File: src/rtl/branch_resolver_if.sv
// Signal bundle between fetch/execute and the branch resolver.
// The master side issues predictions and resolutions; the slave side is the resolver.
interface branch_resolver_if #(
  parameter int ADDR_W = 10,
  parameter int DEPTH  = 4,
  parameter int CNT_W  = 16
);
  localparam int COUNT_W = $clog2(DEPTH) + 1;

  logic               en;
  logic               push;
  logic [ADDR_W-1:0]  push_pc;
  logic [ADDR_W-1:0]  push_pc_4;
  logic [ADDR_W-1:0]  push_guess;
  logic               full;
  logic               res_valid;
  logic               res_is_branch;
  logic               res_jump;
  logic               res_taken;
  logic [ADDR_W-1:0]  res_target;
  logic               flush;
  logic [ADDR_W-1:0]  redirect_pc;
  logic               upd_en;
  logic [ADDR_W-1:0]  upd_pc;
  logic [ADDR_W-1:0]  upd_target;
  logic               upd_succeed;
  logic [COUNT_W-1:0] count;
  logic [CNT_W-1:0]   mispredict_cnt;
  logic               underflow;

  modport master (
    output en, push, push_pc, push_pc_4, push_guess,
    output res_valid, res_is_branch, res_jump, res_taken, res_target,
    input  full, flush, redirect_pc, upd_en, upd_pc, upd_target,
    input  upd_succeed, count, mispredict_cnt, underflow
  );

  modport slave (
    input  en, push, push_pc, push_pc_4, push_guess,
    input  res_valid, res_is_branch, res_jump, res_taken, res_target,
    output full, flush, redirect_pc, upd_en, upd_pc, upd_target,
    output upd_succeed, count, mispredict_cnt, underflow
  );
endinterface

File: src/rtl/branch_resolver.sv
// In-order queue of fetch-time predictions; checks each against the execute-stage
// resolution, raises a registered flush/redirect on mismatch and drives BHT updates.
module branch_resolver #(
  parameter int ADDR_W = 10,
  parameter int DEPTH  = 4,
  parameter int CNT_W  = 16
) (
  input logic              clk,
  input logic              rst,
  branch_resolver_if.slave bus
);
  localparam int PTR_W   = $clog2(DEPTH);
  localparam int COUNT_W = PTR_W + 1;

  typedef struct packed {
    logic [ADDR_W-1:0] pc;
    logic [ADDR_W-1:0] pc_4;
    logic [ADDR_W-1:0] guess;
  } entry_t;

  entry_t             mem_q [DEPTH];

  logic [PTR_W-1:0]   head_q, head_d;
  logic [PTR_W-1:0]   tail_q, tail_d;
  logic [COUNT_W-1:0] count_q, count_d;
  logic               flush_q, flush_d;
  logic [ADDR_W-1:0]  redirect_pc_q, redirect_pc_d;
  logic               upd_en_q, upd_en_d;
  logic [ADDR_W-1:0]  upd_pc_q, upd_pc_d;
  logic [ADDR_W-1:0]  upd_target_q, upd_target_d;
  logic               upd_succeed_q, upd_succeed_d;
  logic               underflow_q, underflow_d;
  logic [CNT_W-1:0]   mis_cnt_q, mis_cnt_d;

  entry_t             head_entry;
  entry_t             push_entry;
  logic               is_full;
  logic               taken;
  logic [ADDR_W-1:0]  actual;
  logic               resolve;
  logic               mis;
  logic               do_push;

  assign is_full = (count_q == COUNT_W'(DEPTH));

  // Resolution decode on the head entry
  // NOTE: every signal written here gets a default first so no path leaves it unassigned (no latch).
  always_comb begin
    head_entry = mem_q[head_q];
    push_entry = '{pc: bus.push_pc, pc_4: bus.push_pc_4, guess: bus.push_guess};
    taken      = bus.res_jump || (bus.res_is_branch && bus.res_taken);
    actual     = taken ? bus.res_target : head_entry.pc_4;
    resolve    = bus.en && bus.res_valid && (count_q != '0);
    mis        = resolve && (actual != head_entry.guess);
    // A push in a flushing cycle is wrong-path fetch; a full queue only accepts alongside a pop.
    do_push    = bus.en && bus.push && !mis && (!is_full || resolve);
  end

  // Next-state for pointers, occupancy and registered outputs
  always_comb begin
    head_d        = head_q;
    tail_d        = tail_q;
    count_d       = count_q;
    flush_d       = mis;
    redirect_pc_d = redirect_pc_q;
    upd_en_d      = resolve && (bus.res_is_branch || bus.res_jump);
    upd_pc_d      = upd_pc_q;
    upd_target_d  = upd_target_q;
    upd_succeed_d = upd_succeed_q;
    underflow_d   = bus.en && bus.res_valid && (count_q == '0);
    mis_cnt_d     = mis_cnt_q;

    if (mis) begin
      head_d  = '0;
      tail_d  = '0;
      count_d = '0;
    end else begin
      if (resolve) head_d = head_q + 1'b1;
      if (do_push) tail_d = tail_q + 1'b1;
      count_d = count_q + COUNT_W'(do_push) - COUNT_W'(resolve);
    end

    if (resolve) begin
      redirect_pc_d = actual;
      upd_pc_d      = head_entry.pc;
      upd_target_d  = bus.res_target;
      upd_succeed_d = taken;
    end

    if (mis && (mis_cnt_q != {CNT_W{1'b1}})) begin
      mis_cnt_d = mis_cnt_q + 1'b1;
    end
  end

  // NOTE: the prediction storage has no reset; occupancy gates every read, so stale contents are never observed.
  always_ff @(posedge clk) begin
    if (!rst && do_push) begin
      mem_q[tail_q] <= push_entry;
    end
  end

  // NOTE: sequential state uses non-blocking assignment so every flop samples pre-edge values.
  always_ff @(posedge clk) begin
    if (rst) begin
      head_q        <= '0;
      tail_q        <= '0;
      count_q       <= '0;
      flush_q       <= 1'b0;
      redirect_pc_q <= '0;
      upd_en_q      <= 1'b0;
      upd_pc_q      <= '0;
      upd_target_q  <= '0;
      upd_succeed_q <= 1'b0;
      underflow_q   <= 1'b0;
      mis_cnt_q     <= '0;
    end else begin
      head_q        <= head_d;
      tail_q        <= tail_d;
      count_q       <= count_d;
      flush_q       <= flush_d;
      redirect_pc_q <= redirect_pc_d;
      upd_en_q      <= upd_en_d;
      upd_pc_q      <= upd_pc_d;
      upd_target_q  <= upd_target_d;
      upd_succeed_q <= upd_succeed_d;
      underflow_q   <= underflow_d;
      mis_cnt_q     <= mis_cnt_d;
    end
  end

  assign bus.full           = is_full;
  assign bus.count          = count_q;
  assign bus.flush          = flush_q;
  assign bus.redirect_pc    = redirect_pc_q;
  assign bus.upd_en         = upd_en_q;
  assign bus.upd_pc         = upd_pc_q;
  assign bus.upd_target     = upd_target_q;
  assign bus.upd_succeed    = upd_succeed_q;
  assign bus.underflow      = underflow_q;
  assign bus.mispredict_cnt = mis_cnt_q;
endmodule
File: src/flat_wrapper.sv
// flat-port wrapper written by rule: the top's interface ports become plain ports
module branch_resolver_flat 
#(
  parameter int ADDR_W = 10,
  parameter int DEPTH  = 4,
  parameter int CNT_W  = 16
)
  (clk, rst, bus_en, bus_push, bus_push_pc, bus_push_pc_4, bus_push_guess, bus_res_valid, bus_res_is_branch, bus_res_jump, bus_res_taken, bus_res_target, bus_full, bus_flush, bus_redirect_pc, bus_upd_en, bus_upd_pc, bus_upd_target, bus_upd_succeed, bus_count, bus_mispredict_cnt, bus_underflow);
  branch_resolver_if #(.ADDR_W(ADDR_W), .DEPTH(DEPTH), .CNT_W(CNT_W)) bus_i ();
  input logic clk;
  input logic rst;
  input wire logic [$bits(bus_i.en)-1:0] bus_en;
  input wire logic [$bits(bus_i.push)-1:0] bus_push;
  input wire logic [$bits(bus_i.push_pc)-1:0] bus_push_pc;
  input wire logic [$bits(bus_i.push_pc_4)-1:0] bus_push_pc_4;
  input wire logic [$bits(bus_i.push_guess)-1:0] bus_push_guess;
  input wire logic [$bits(bus_i.res_valid)-1:0] bus_res_valid;
  input wire logic [$bits(bus_i.res_is_branch)-1:0] bus_res_is_branch;
  input wire logic [$bits(bus_i.res_jump)-1:0] bus_res_jump;
  input wire logic [$bits(bus_i.res_taken)-1:0] bus_res_taken;
  input wire logic [$bits(bus_i.res_target)-1:0] bus_res_target;
  output wire logic [$bits(bus_i.full)-1:0] bus_full;
  output wire logic [$bits(bus_i.flush)-1:0] bus_flush;
  output wire logic [$bits(bus_i.redirect_pc)-1:0] bus_redirect_pc;
  output wire logic [$bits(bus_i.upd_en)-1:0] bus_upd_en;
  output wire logic [$bits(bus_i.upd_pc)-1:0] bus_upd_pc;
  output wire logic [$bits(bus_i.upd_target)-1:0] bus_upd_target;
  output wire logic [$bits(bus_i.upd_succeed)-1:0] bus_upd_succeed;
  output wire logic [$bits(bus_i.count)-1:0] bus_count;
  output wire logic [$bits(bus_i.mispredict_cnt)-1:0] bus_mispredict_cnt;
  output wire logic [$bits(bus_i.underflow)-1:0] bus_underflow;
  assign bus_i.en = bus_en;
  assign bus_i.push = bus_push;
  assign bus_i.push_pc = bus_push_pc;
  assign bus_i.push_pc_4 = bus_push_pc_4;
  assign bus_i.push_guess = bus_push_guess;
  assign bus_i.res_valid = bus_res_valid;
  assign bus_i.res_is_branch = bus_res_is_branch;
  assign bus_i.res_jump = bus_res_jump;
  assign bus_i.res_taken = bus_res_taken;
  assign bus_i.res_target = bus_res_target;
  assign bus_full = bus_i.full;
  assign bus_flush = bus_i.flush;
  assign bus_redirect_pc = bus_i.redirect_pc;
  assign bus_upd_en = bus_i.upd_en;
  assign bus_upd_pc = bus_i.upd_pc;
  assign bus_upd_target = bus_i.upd_target;
  assign bus_upd_succeed = bus_i.upd_succeed;
  assign bus_count = bus_i.count;
  assign bus_mispredict_cnt = bus_i.mispredict_cnt;
  assign bus_underflow = bus_i.underflow;
  branch_resolver #(.ADDR_W(ADDR_W), .DEPTH(DEPTH), .CNT_W(CNT_W)) u_core (.clk(clk), .rst(rst), .bus(bus_i));
endmodule
File: config.mk
export PLATFORM = sky130hd
export DESIGN_NAME = branch_resolver_flat
export DESIGN_NICKNAME = d
export VERILOG_FILES = /design/src/rtl/branch_resolver_if.sv /design/src/rtl/branch_resolver.sv /design/src/flat_wrapper.sv
export SDC_FILE = /design/constraint.sdc
export NUM_CORES = 1
export LEC_CHECK = 0
export BUFFER_PORTS_ARGS = -buffer_cell sky130_fd_sc_hd__buf_2
export CAP_MARGIN = 20
export CORE_ASPECT_RATIO = 1.1
export CORE_MARGIN = 2
export CORE_UTILIZATION = 50
export DETAILED_ROUTE_END_ITERATION = 7
export GPL_TIMING_DRIVEN = 0
export PLACE_DENSITY = 0.78
export SLEW_MARGIN = 40
export SYNTH_ARGS = -nofsm -noshare
export SYNTH_HDL_FRONTEND = slang
export SYNTH_SLANG_ARGS = --single-unit
File: constraint.sdc
create_clock -name clk -period 5.3 [get_ports clk]
set_input_delay 1.06 -clock clk [delete_from_list [all_inputs] [get_ports clk]]
set_output_delay 1.06 -clock clk [all_outputs]
set_load 0.005 [all_outputs]
==> impl_metrics.csv, run 1 <==
group,metric,value,unit
status,status,"completed",
layout,share_of_final_layout_standard_cells_stronger_than_drive_strength_1,32.9,%
clock_network,clock-sinks,179,
clock_network,cts_tree,"done",
sta,number_of_max_slew_violations_in_the_final_report,0,
layout,core_occupancy_in_the_finished_layout,61.9,%
min_path,worst_hold_path_type,"flip-flop to flip-flop",
synth,synth.ff_latch_count,179,
detailed_routing,wl_met1,6.12,mm
layout,final_common_cell,"sky130_fd_sc_hd__edfxtp_1",
clock_network,deepest_clock_path_buffer_count,2,
clock_network,post_cts_resize_count,0,
setup_path,reg2reg_slack,1400,ps
global_route,globalRoute.totalOverflow,0,
detailed_routing,vias_per_cell,5.50,
sta,finalCriticalPeriod,4350,ps
sta,post-route-period-util,82.1,%
clock_network,cts_hold_repair.buffers,0,
layout,syn2layout_area_growth,19.8,%
sta,slew_headroom,55.4,%
setup_path,worst-endpoint-required,5430,ps
setup_path,critical_path.reg2reg.endpoint,"u_core.mem_q[0][19]$_DFFE_PP_",
synth,postSynth.asyncResetShare,0,%
power,finalPower,3.29,mW
layout,finish.net_count,654,
detailed_routing,finalWirelength,15.0,mm
synth,synth-main-ff-cell,"sky130_fd_sc_hd__edfxtp_1",
clock_network,worst_skew_pair.late_latency,430,ps
detailed_routing,post_drt_wl_per_cell,18.8,um
global_route,grt_pass1_wl,23.5,mm
synth,netlist_area,7180,um2
sta,timing.final.hold_violations,0,
layout,n_fill_cell,1037,
die,die-area,15300,um2
global_route,antenna_violations_before_repair,1,
die,core,13900,um2
synth,synthesis.area_per_instance,15.1,um2
synth,synth.yosys.warnings,0,
sta,fin_hold_ws,458,ps
clock_network,htree_num_levels,4,
synth,synth_seq_area_share,66.6,%
detailed_routing,num_vias,4395,
detailed_routing,wl_met2,7.61,mm
clock_network,cell_at_the_root_of_the_clock_tree,"sky130_fd_sc_hd__clkbuf_16",
global_route,first_global_vias,4397,
setup_path,critical_path_peak_fanout,16,
power,irDropWorstVdd,246,uV
sta,worst_pin_slew,669,ps
sta,grt_setup_unrepaired,"false",
sta,skew,10.3,ps
layout,multiInputGateArea,2230,um2
layout,final_cell_mix,"sky130_fd_sc_hd__edfxtp_1 (120), sky130_fd_sc_hd__buf_2 (103), sky130_fd_sc_hd__dfxtp_1 (59)",
synth,synth-edff-count,120,
die,floorplan.io_pins,102,
power,leakagePower,3.08,nW
die,num_rows,45,
detailed_routing,wl_met3,996,um
layout,num_antenna_cells,0,
die,die_height,130,um
layout,layout.area.seq,4780,um2
flow_run,cap_viol_max_count,0,
placed_design,dp_hpwl,10.6,mm
setup_path,worstSetupEndpointType,"flip-flop",
sta,fmaxAchievable,230,MHz
detailed_routing,top_layer,"met5",
setup_path,worstSetupPathType,"input port to flip-flop",
detailed_routing,ant_nets,0,
synth,netlist-cell-type-count,44,
min_path,hold_start,"u_core.bus.upd_pc[7]$_SDFFE_PP0P_",
clock_network,cts.repair_timing.setup_buffer_count,0,
placed_design,routability_cong,0.801,
placed_design,io_buffers,100,
detailed_routing,remaining_drc_errors,0,
die,die_width,118,um
global_route,pin_count_of_the_biggest_net_entering_global_routing,18,
min_path,min_delay_path_depth,2,
die,initial_core_util,51.6,%
power,power-per-cell-area,382,nW/um2
synth,syn-instance-count,475,
clock_network,cts.clk_slew.worst_paths,60,ps
setup_path,startpoint_type,"input port",
detailed_routing,drt-initial-drc-count,302,
setup_path,arrival,4490,ps
synth,synthesis.nets,531,
min_path,timing.hold.worst_endpoint,"u_core.bus.upd_pc[7]$_SDFFE_PP0P_",
setup_path,timing.reg2reg.worst_path_depth,11,
clock_network,cts_made_buffers,17,
global_route,grt_usage,20.7,%
sta,final-setup-viol-count,0,
detailed_routing,detailedRoute.firstPassIterationCount,5,
==> area by class of cell <==
type | count | share of cell area, %
Clock buffer | 19 | 5.03
Clock inverter | 13 | 1.59
Buffer | 26 | 1.76
Sequential cell | 179 | 55.6
Tap cell | 188 | 2.73
Timing Repair Buffer | 104 | 6.95
Multi-Input combinational cell | 261 | 25.9
Inverter | 9 | 0.393
==> Yosys cell counts (3+ instances only) <==
library cell / n / share of area, %
sky130_fd_sc_hd__buf_2: 3 / 0.21
sky130_fd_sc_hd__buf_6: 4 / 0.63
sky130_fd_sc_hd__xor2_1: 4 / 0.49
sky130_fd_sc_hd__nand2_1: 55 / 2.9
sky130_fd_sc_hd__or4_1: 3 / 0.31
sky130_fd_sc_hd__mux2i_1: 11 / 1.5
sky130_fd_sc_hd__mux2_4: 11 / 2.3
sky130_fd_sc_hd__a211oi_1: 11 / 1.2
sky130_fd_sc_hd__nor2_1: 29 / 1.5
sky130_fd_sc_hd__nand3_1: 4 / 0.28
sky130_fd_sc_hd__nor3_2: 4 / 0.56
sky130_fd_sc_hd__nand4_1: 4 / 0.35
sky130_fd_sc_hd__a21oi_1: 26 / 1.8
sky130_fd_sc_hd__nor2b_1: 11 / 0.96
sky130_fd_sc_hd__inv_1: 9 / 0.47
sky130_fd_sc_hd__clkbuf_1: 17 / 0.89
sky130_fd_sc_hd__o31ai_1: 3 / 0.31
sky130_fd_sc_hd__nor2_2: 9 / 0.78
sky130_fd_sc_hd__ha_1: 7 / 1.2
sky130_fd_sc_hd__mux4_2: 28 / 8.8
sky130_fd_sc_hd__edfxtp_1: 120 / 50
sky130_fd_sc_hd__or3_1: 3 / 0.26
sky130_fd_sc_hd__xnor2_1: 11 / 1.3
sky130_fd_sc_hd__dfxtp_1: 59 / 16
==> kinds of logic after synthesis <==
family          Yosys count  share of synthesized area, %
simple gates            142                          10.3
flops                   179                          66.6
xor+xnor                 15                          1.83
buf+inv                  35                          2.58
compound gates           43                          3.61
mux                      53                          13.5
fa+ha+maj                 8                          1.50
==> worst max-delay path: stages <==
cell	delay [ps]
sky130_fd_sc_hd__buf_2	110
sky130_fd_sc_hd__a21oi_1	350
sky130_fd_sc_hd__buf_2	430
sky130_fd_sc_hd__mux2i_1	450
sky130_fd_sc_hd__xnor2_1	130
sky130_fd_sc_hd__nor4_1	380
sky130_fd_sc_hd__and4_4	360
sky130_fd_sc_hd__buf_6	150
sky130_fd_sc_hd__o21bai_2	100
sky130_fd_sc_hd__buf_6	190
sky130_fd_sc_hd__nor2_4	500
sky130_fd_sc_hd__buf_16	240
==> registers in the layout, summed over array words and instances, names as in the netlist, named ones only <==
register and flops:
u_core.tail_q 2, u_core.bus.upd_pc 10, u_core.mem_q 120, u_core.bus.upd_target 10
u_core.bus.upd_succeed 1, u_core.bus.upd_en 1, u_core.bus.flush 1, u_core.bus.count 3
u_core.bus.mispredict_cnt 16, u_core.head_q 2, u_core.bus.redirect_pc 10, u_core.bus.underflow 1
==> how the worst max path moves through the flow <==
stage	from	endpoint	slack, ps	cells after the start
global route	bus_res_is_branch	u_core.mem_q[0][7]$_DFFE_PP_	860	12
finish	bus_res_is_branch	u_core.mem_q[0][19]$_DFFE_PP_	950	12
detailed placement	bus_res_is_branch	u_core.mem_q[3][15]$_DFFE_PP_	550	12
global placement	bus_res_is_branch	u_core.mem_q[0][15]$_DFFE_PP_	-170	11
CTS	bus_res_is_branch	u_core.mem_q[0][19]$_DFFE_PP_	1000	12
floorplan	bus_res_is_branch	u_core.mem_q[0][0]$_DFFE_PP_	1300	10
==> metal layers <==
metal / track usage [%] / vias to the layer above
li1: - / 2016
met5: 0 / -
met3: 4.67 / 25
met2: 35.2 / 163
met4: 9.36 / 2
met1: 25.4 / 2189
==> power by group <==
part	leakage, nW	internal [mW]	switching (mW)
Combinational	1.24	0.217	0.268
Clock	0.272	0.692	0.506
Sequential	1.56	1.56	0.0444
Total	3.08	2.47	0.818
==> metrics by stage <==
| step | cell area, um2 | setup slack (ps) | setup TNS, ps | instances |
|---|---|---|---|---|
| 2_1_floorplan | 7180 | 1300 | 0 | 475 |
| 3_3_place_gp | 7920 | -167 | -19070 | 763 |
| 3_5_place_dp | 8030 | 549 | 0 | 767 |
| 4_1_cts | 8600 | 1000 | 0 | 799 |
| 5_1_grt | 8600 | 858 | 0 | 799 |
| 6_report | 8600 | 947 | 0 | 799 |
No activity file was read; power rests on OpenSTA's default activity.
==> run 2: changes to the inputs <==
Settings changed: PLACE_DENSITY 0.78 to 0.81.
Clock period 5.3 ns to 3.55 ns, I/O delays scaled along.
==> run 2 against run 1 <==
Compared with the run above: clock power is 41% higher; sequential power is 49% higher; critical path depth is 2 higher; register-to-register slack worse by 1300 ps; flip-flop and latch count stayed put; first-iteration DRC count is 14% lower; critical path type is now flip-flop to flip-flop; largest power group unchanged; highest routed layer is now met4.
==> impl_metrics.csv, run 2 (synthesis results as in run 1) <==
group,metric,value,unit
setup_path,crit_path_top_delay_cell,"sky130_fd_sc_hd__mux4_2",
setup_path,arrival,3720,ps
global_route,antenna_violations_before_repair,0,
die,die_width,118,um
clock_network,cts_tree,"done",
setup_path,timing.critical_path.cells,"buf_12 -> mux4_2 -> mux2i_4 -> xnor2_1 -> nor4_2 -> and4_4 -> buf_6 -> o21a_1 -> ha_1 -> inv_1 -> fa_1 -> xor2_1 -> xnor2_1 -> nor2_2",
placed_design,placedInstanceArea,8020,um2
setup_path,worstSetupEndpointType,"flip-flop",
sta,final-setup-viol-count,0,
layout,final_cell_mix,"sky130_fd_sc_hd__edfxtp_1 (120), sky130_fd_sc_hd__buf_2 (101), sky130_fd_sc_hd__dfxtp_1 (58)",
status,status,"completed",
layout,fin_area,8710,um2
clock_network,clock-sinks,179,
detailed_routing,num_vias,4411,
layout,final_common_cell,"sky130_fd_sc_hd__edfxtp_1",
detailed_routing,finalWirelength,15.5,mm
detailed_routing,remaining_drc_errors,0,
detailed_routing,detailedRoute.firstPassIterationCount,5,
setup_path,startpoint_type,"flip-flop",
layout,num_antenna_cells,0,
detailed_routing,vias_per_cell,5.49,
sta,slew_headroom,54.6,%
die,core,13900,um2
min_path,min_delay_path_depth,2,
placed_design,io_buffers,100,
setup_path,timing.reg2reg.worst_path_depth,14,
layout,share_of_final_layout_standard_cells_stronger_than_drive_strength_1,35.4,%
setup_path,timing.critical_path.mode_cell,"sky130_fd_sc_hd__xnor2_1",
sta,fin_hold_ws,454,ps
power,finalPower,4.85,mW
clock_network,cts.clk_slew.worst_paths,70,ps
placed_design,placed_cells_incl_taps,768,
clock_network,cts_made_buffers,17,
min_path,worst_hold_path_type,"flip-flop to flip-flop",
sta,skew,8.27,ps
power,leakagePower,3.10,nW
setup_path,worst-endpoint-required,3860,ps
layout,syn2layout_area_growth,21.4,%
layout,max_ffs_per_register,120,
clock_network,worst_skew_pair.late_latency,430,ps
global_route,grt_usage,20.9,%
sta,timing.final.hold_violations,0,
detailed_routing,drt-initial-drc-count,259,
layout,finish.net_count,659,
sta,number_of_max_slew_violations_in_the_final_report,0,
die,floorplan.io_pins,102,
setup_path,critical_path_peak_fanout,10,
global_route,first_global_vias,4442,
clock_network,deepest_clock_path_buffer_count,2,
layout,final_cells,804,
setup_path,critical_path.max_stage_delay,540,ps
sta,post-route-period-util,95.9,%
detailed_routing,ant_nets,0,
global_route,globalRoute.totalOverflow,0,
die,die_height,130,um
placed_design,routability_cong,0.818,
global_route,grt_pass1_wl,23.8,mm
power,power-per-cell-area,557,nW/um2
clock_network,cell_at_the_root_of_the_clock_tree,"sky130_fd_sc_hd__clkbuf_16",
power,irDropWorstVdd,381,uV
detailed_routing,post_drt_wl_per_cell,19.3,um
sta,fmaxAchievable,294,MHz
sta,grt_setup_unrepaired,"false",
sta,worst_pin_slew,680,ps
clock_network,htree_num_levels,4,
layout,registers.top_by_ff_count,"u_core.mem_q",
die,initial_core_util,51.6,%
flow_run,cap_viol_max_count,0,
placed_design,dp_hpwl,10.5,mm
die,die-area,15300,um2
sta,finalCriticalPeriod,3400,ps
global_route,pin_count_of_the_biggest_net_entering_global_routing,18,
setup_path,worstSetupPathType,"flip-flop to flip-flop",
die,num_rows,45,
==> run 2: repair_timing <==
action / in CTS / in global routing
pin swaps: 4 / 2
gates resized for setup: 5 / 17
setup buffers: 4 / 1
hold buffers: 0 / 0
endpoints found under the setup margin: 113 / 1
==> run 2: path summary, 6_finish.rpt <==
check	start	end	slack, ps
hold reg to reg	u_core.bus.upd_pc[9]$_SDFFE_PP0P_	u_core.bus.upd_pc[9]$_SDFFE_PP0P_	450
setup / recovery	flip-flop	u_core.bus.count[2]$_SDFF_PP0_	150
hold / removal	u_core.bus.upd_pc[9]$_SDFFE_PP0P_	u_core.bus.upd_pc[9]$_SDFFE_PP0P_	450
setup reg to reg	flip-flop	u_core.bus.count[2]$_SDFF_PP0_	150
==> run 2: critical path: cells and delay by family (launching register included) <==
| family | cells | cell delay (ps) |
|---|---|---|
| AO/OA/AOI/OAI | 1 | 140 |
| XOR/XNOR | 3 | 480 |
| adder cells (fa/ha/maj) | 2 | 510 |
| buffers and inverters | 3 | 360 |
| flip-flops | 1 | 400 |
| multiplexers | 2 | 740 |
| AND/OR/NAND/NOR | 3 | 650 |
==> run 2: metrics by stage <==
| stage | worst slack, ps | setup TNS [ps] | utilization (%) |
|---|---|---|---|
| 6_report | 147 | 0 | 62.7 |
| 2_1_floorplan | -100 | -12020 | - |
| 3_3_place_gp | -1490 | -176450 | 56.9 |
| 3_5_place_dp | -753 | -78100 | 57.7 |
| 4_1_cts | 1.99 | 0 | 62.2 |
| 5_1_grt | 2.53 | 0 | 62.7 |
==> run 2: report_power, final <==
group,switching (mW),internal [mW]
Clock,0.791,0.899
Combinational,0.414,0.346
Sequential,0.0694,2.33
Total,1.27,3.58
==> run 2: per-layer routing <==
layer | share of wire (%) | global-route usage, % | vias to the layer above
li1 | - | - | 2023
met5 | 0 | 0 | -
met1 | 41 | 25.7 | 2220
met3 | 6.4 | 5.90 | 12
met2 | 52 | 36.2 | 156
met4 | 0.91 | 6.87 | 0
==> run 2: area by class of cell <==
type / instances / area [um2]
Buffer: 25 / 176
Clock buffer: 17 / 425
Clock inverter: 15 / 108
Fill cell: 1014 / 5190
Inverter: 9 / 33.8
Multi-Input combinational cell: 261 / 2290
Sequential cell: 179 / 4790
Tap cell: 188 / 235
Timing Repair Buffer: 110 / 663
